## src/rtl/exec_ctrl.sv

```systemverilog
// Register-file execution controller that sequences one ALU operation per instruction
// (IDLE -> EXEC -> WB). Optional status flags are built when EXEC_CTRL_FLAGS_EN is defined.
module exec_ctrl #(
  parameter int DW   = 8,
  parameter int NREG = 4,
  localparam int SW  = (NREG > 1) ? $clog2(NREG) : 1
) (
  input  logic          clk,
  input  logic          rst_n,
  input  logic          in_valid,
  output logic          in_ready,
  input  logic [2:0]    in_opr,
  input  logic [SW-1:0] in_dst,
  input  logic [SW-1:0] in_src,
  input  logic [DW-1:0] in_imm,
  input  logic          in_imm_en,
  input  logic          ld_en,
  input  logic [SW-1:0] ld_sel,
  input  logic [DW-1:0] ld_data,
  input  logic [SW-1:0] rd_sel,
  output logic [DW-1:0] rd_data,
  output logic [DW-1:0] a_data_bus,
  output logic [DW-1:0] b_data_bus,
  output logic [2:0]    opr,
  output logic          en,
  output logic [DW-1:0] direct_data_bus,
  output logic          direct_data_bus_en,
  input  logic [DW-1:0] out_data_bus,
  output logic          done,
  output logic          flag_z,
  output logic          flag_lt,
  output logic          flag_dz
);

  localparam logic [2:0] OP_DIV = 3'd3;
  localparam logic [2:0] OP_CMP = 3'd7;

  typedef enum logic [1:0] {
    S_IDLE = 2'd0,
    S_EXEC = 2'd1,
    S_WB   = 2'd2
  } state_e;

  state_e        state_q, state_d;
  logic [DW-1:0] regs_q [NREG];
  logic [DW-1:0] regs_d [NREG];
  logic [DW-1:0] res_q, res_d;

  // Latched instruction fields; only meaningful while EXEC/WB, so no reset needed.
  logic [2:0]    opr_q;
  logic [SW-1:0] dst_q, src_q;
  logic [DW-1:0] imm_q;
  logic          imm_en_q;

  logic          accept;
  logic [DW-1:0] a_val, b_reg, b_eff;
  logic          is_cmp, div_zero, wr_en;

  assign accept   = in_valid && (state_q == S_IDLE);
  assign a_val    = regs_q[dst_q];
  assign b_reg    = regs_q[src_q];
  assign b_eff    = imm_en_q ? imm_q : b_reg;
  assign is_cmp   = (opr_q == OP_CMP);
  assign div_zero = (opr_q == OP_DIV) && (b_eff == '0);
  assign wr_en    = !is_cmp && !div_zero;
  assign rd_data  = regs_q[rd_sel];

  always_ff @(posedge clk or negedge rst_n) begin
    if (!rst_n) begin
      state_q <= S_IDLE;
      res_q   <= '0;
    end else begin
      state_q <= state_d;
      res_q   <= res_d;
    end
  end

  always_ff @(posedge clk) begin
    if (accept) begin
      opr_q    <= in_opr;
      dst_q    <= in_dst;
      src_q    <= in_src;
      imm_q    <= in_imm;
      imm_en_q <= in_imm_en;
    end
  end

  always_comb begin
    state_d            = state_q;
    res_d              = res_q;
    in_ready           = 1'b0;
    done               = 1'b0;
    en                 = 1'b0;
    a_data_bus         = '0;
    b_data_bus         = '0;
    opr                = '0;
    direct_data_bus    = '0;
    direct_data_bus_en = 1'b0;
    case (state_q)
      S_IDLE: begin
        in_ready = 1'b1;
        if (in_valid) state_d = S_EXEC;
      end
      S_EXEC: begin
        a_data_bus         = a_val;
        b_data_bus         = b_reg;
        opr                = opr_q;
        direct_data_bus    = imm_q;
        direct_data_bus_en = imm_en_q;
        en                 = !is_cmp && !div_zero;
        res_d              = out_data_bus;
        state_d            = S_WB;
      end
      S_WB: begin
        done    = 1'b1;
        state_d = S_IDLE;
      end
      default: state_d = S_IDLE;
    endcase
  end

  // Direct loads and writeback live in different states, so they never collide.
  always_comb begin
    for (int i = 0; i < NREG; i++) regs_d[i] = regs_q[i];
    if (ld_en && (state_q == S_IDLE)) regs_d[ld_sel] = ld_data;
    if ((state_q == S_WB) && wr_en) regs_d[dst_q] = res_q;
  end

  always_ff @(posedge clk or negedge rst_n) begin
    if (!rst_n) begin
      for (int i = 0; i < NREG; i++) regs_q[i] <= '0;
    end else begin
      for (int i = 0; i < NREG; i++) regs_q[i] <= regs_d[i];
    end
  end

`ifdef EXEC_CTRL_FLAGS_EN
  logic flag_z_q, flag_z_d;
  logic flag_lt_q, flag_lt_d;
  logic flag_dz_q, flag_dz_d;

  // Registers are frozen between EXEC and WB, so compare operands are still valid here.
  always_comb begin
    flag_z_d  = flag_z_q;
    flag_lt_d = flag_lt_q;
    flag_dz_d = flag_dz_q;
    if (state_q == S_WB) begin
      flag_z_d  = is_cmp ? (a_val == b_eff) : (res_q == '0);
      flag_lt_d = is_cmp && (a_val < b_eff);
      flag_dz_d = div_zero;
    end
  end

  always_ff @(posedge clk or negedge rst_n) begin
    if (!rst_n) begin
      flag_z_q  <= 1'b0;
      flag_lt_q <= 1'b0;
      flag_dz_q <= 1'b0;
    end else begin
      flag_z_q  <= flag_z_d;
      flag_lt_q <= flag_lt_d;
      flag_dz_q <= flag_dz_d;
    end
  end

  assign flag_z  = flag_z_q;
  assign flag_lt = flag_lt_q;
  assign flag_dz = flag_dz_q;
`else
  assign flag_z  = 1'b0;
  assign flag_lt = 1'b0;
  assign flag_dz = 1'b0;
`endif

endmodule

```

## config.mk

```make
export PLATFORM = sky130hd
export DESIGN_NAME = exec_ctrl
export DESIGN_NICKNAME = d
export VERILOG_FILES = /design/src/rtl/exec_ctrl.sv
export SDC_FILE = /design/constraint.sdc
export NUM_CORES = 1
export LEC_CHECK = 0
export BUFFER_PORTS_ARGS = -buffer_cell sky130_fd_sc_hd__buf_2
export CORE_MARGIN = 8
export CORE_UTILIZATION = 41
export DETAILED_ROUTE_END_ITERATION = 8
export HOLD_SLACK_MARGIN = 0.1
export PLACE_DENSITY = 0.72
export REMOVE_ABC_BUFFERS = 1
export SLEW_MARGIN = 30
export SYNTH_ARGS = -nofsm -noshare
export SYNTH_HDL_FRONTEND = slang
export SYNTH_SLANG_ARGS = --single-unit
```

## constraint.sdc

```tcl
create_clock -name clk -period 3 [get_ports clk]
set_clock_uncertainty 0.1 [all_clocks]
set_input_delay 0.6 -clock clk [delete_from_list [all_inputs] [get_ports clk]]
set_output_delay 0.6 -clock clk [all_outputs]
set_load 0.05 [all_outputs]
```

==> impl_metrics.json <==
{
  "status": "finished, final reports clean",
  "grt_pass1_vias": 2681,
  "cts_hold_buf": 0,
  "register_area_mm2": 0.001531,
  "synth_seq_cells": 58,
  "rsz0062_at_grt": "yes",
  "slew_viol_final": 0,
  "wl_mm": 8.852,
  "yosysTopAreaCell": "dfrtp_1",
  "cts.sinks": 58,
  "area_delta_synth_final_pct": 23.11,
  "dieHeight_um": 107.7,
  "core_mm2": 0.008175,
  "fin_ws_ns": 0.006681,
  "final.period_utilization_pct": 99.78,
  "yosys.area_share.adder_pct": 0,
  "num_vias": 2420,
  "hpwl_mm": 6.342,
  "power_density_mw_per_mm2": 884.5,
  "ys_types": 27,
  "final_common_cell": "buf_2",
  "setup_tns_ns": 0,
  "stdcell_count": 460,
  "drive_above_1_share_pct": 53.52,
  "ys.flop_type": "dfrtp_1",
  "nNetsFinal": 390,
  "crit_arrival_ns": 2.29,
  "cts.clk_slew.worst_paths_ns": 0.07,
  "muxShareOfSynthArea_pct": 36.57,
  "drt-wirelength-per-cell_um": 19.24,
  "grt_overflow": 0,
  "worstPathRequired_ns": 2.30,
  "num_io_pins": 82,
  "startpoint_type": "register",
  "io_buffers": 78,
  "ys_seq_area_share_pct": 44.41,
  "pre_cts_ws_ns": 0.2453,
  "p_leak_nw": 1.870,
  "fmax_mhz": 334.1,
  "numCtsBuffers": 9,
  "postRouteAntennaNets": 0,
  "drc": 0,
  "fillers": 732,
  "setup-violations-final": 0,
  "avgSynthCellArea_um2": 13.37,
  "netlist_instances": 258,
  "synthTopCellsByArea": "dfrtp_1, mux2_2, mux4_2",
  "first_pass_iters": 4,
  "antenna_found_initial": 0,
  "utilization_pct": 51.93,
  "synth_xor_area_share_pct": 0,
  "max-cap-violations": 0,
  "synthSimpleGateAreaFrac_pct": 13.53,
  "synth_top_family_by_area": "multiplexers",
  "worstHoldPathType": "input port to asynchronous set/reset pin",
  "synth-edff-count": 16,
  "antennaDiodeCount": 0,
  "multiInputGateArea_mm2": 0.001846,
  "ir_drop_mv": 0.3993,
  "fin_crit_ns": 2.993,
  "grt_max_degree": 43,
  "gp_congestion": 0.8211,
  "end_kind": "output port",
  "grt_first_pass_wirelength_mm": 14.15,
  "track_usage_pct": 16.04,
  "hold_viol_final": 0,
  "design.die.area_mm2": 0.01160,
  "tritoncts": "built",
  "dp.cells": 438,
  "synth_compound_area_share_pct": 3.084,
  "via_per_inst": 5.261,
  "htree_levels": 3,
  "root_buffer": "clkbuf_8",
  "std_cell_rows": 33,
  "slew_headroom_pct": 50.37,
  "die_x_um": 107.7,
  "layout_common_cells": "buf_2, mux2_2, dfrtp_1, nand2_1, and2_1",
  "clock_latency_ns": 0.34,
  "start_util_pct": 42.18,
  "yosys_warnings": 0,
  "worstMarginPinSlew_ns": 0.7445,
  "synth_top_area_share_pct": 30.48,
  "cp_max_fo": 7,
  "max-clock-path-buffers": 2,
  "critPathKind": "register to output port",
  "drt_iter0_markers": 164,
  "syn_area_mm2": 0.003448,
  "async_flop_share_pct": 72.41
}
[cell families after synthesis]
| logic type | Yosys count |
|---|---|
| mux | 89 |
| simple gates | 87 |
| flops | 58 |
| buf+inv | 16 |
| compound gates | 7 |
| other cells | 1 |
[flip-flops by register name, summed over array words and instances (netlist names)]
name and count:
regs_q 32, state_q 2, res_q 8, src_q 2, opr_q 3, imm_en_q 1
dst_q 2, imm_q 8
[worst max-delay path: stages (launching register included)]
cell and delay (ns):
edfxtp_1 0.34, buf_6 0.14, mux4_2 0.57, nor4_4 0.34
o2111ai_4 0.15, nand2b_1 0.12, a31oi_1 0.08, buf_4 0.21
[power by group]
part / switching, mW / internal [mW] / total (mW)
clock: 0.310 / 0.462 / 0.772
sequential: 0.272 / 1.09 / 1.37
combinational: 0.863 / 0.755 / 1.62
total: 1.44 / 2.31 / 3.75
[metal layers]
metal / global-route usage [%] / vias to the layer above / wire length (µm)
li1: - / 1132 / -
met1: 19.13 / 1199 / 3729
met2: 26.71 / 72 / 4453
met3: 3.892 / 17 / 481
met4: 7.334 / 0 / 187
met5: 0 / - / 0
[per-stage QoR]
| step | hold WS, ns | area, µm² | power, mW |
|---|---|---|---|
| 5_1_grt | 0.1852 | 4245 | 3.957 |
| 6_report | 0.1419 | 4245 | 3.755 |
| 3_5_place_dp | 0.4414 | 3970 | 2.986 |
| 4_1_cts | 0.3212 | 4235 | 3.768 |
| 3_3_place_gp | 0.4325 | 3970 | 2.936 |
| 2_1_floorplan | 0.2044 | 3388 | 2.579 |
[cells in the mapped netlist (4+ instances only)]
cell type  count
mux2_2        54
nor3b_1        5
edfxtp_1      16
mux4_2        23
mux2_1        12
and2_1        28
clkbuf_1       6
nand2_1       28
dfrtp_1       42
nor3_1         4
nor2_1        11
a21oi_4        4
[area by class of cell]
type / count / share of cell area, %
multi-input cells: 186 / 43.47
flip-flops and latches: 58 / 36.07
repair buffers: 92 / 12.17
well taps: 105 / 3.095
clock buffers: 10 / 3.006
clock inverters: 6 / 1.916
inverters: 3 / 0.2653
[path summary, 6_finish.rpt]
check	startpoint	to	slack (ns)	depth (start not counted)
max in group asynchronous	rst_n	regs_q[0]$_DFF_PN0_	2.27	1
worst max-delay path	src_q[0]$_DFFE_PP_	en	0.007	7
worst max register to register	src_q[0]$_DFFE_PP_	regs_q[4]$_DFF_PN0_	0.31	7
worst min register to register	res_q[5]$_DFFE_PN0N_	res_q[5]$_DFFE_PN0N_	0.45	2
min in group clk	in_imm[4]	imm_q[4]$_DFFE_PP_	0.33	1
worst min-delay path	rst_n	regs_q[21]$_DFF_PN0_	0.14	1
[timing repair]
action,CTS,global route
endpoints found under the setup margin,1,1
gates resized for setup,2,0
gates cloned,0,0
pin swaps,3,2
setup buffers,5,1
endpoints found under the hold margin,0,0
(Power assumes the default switching activity.)
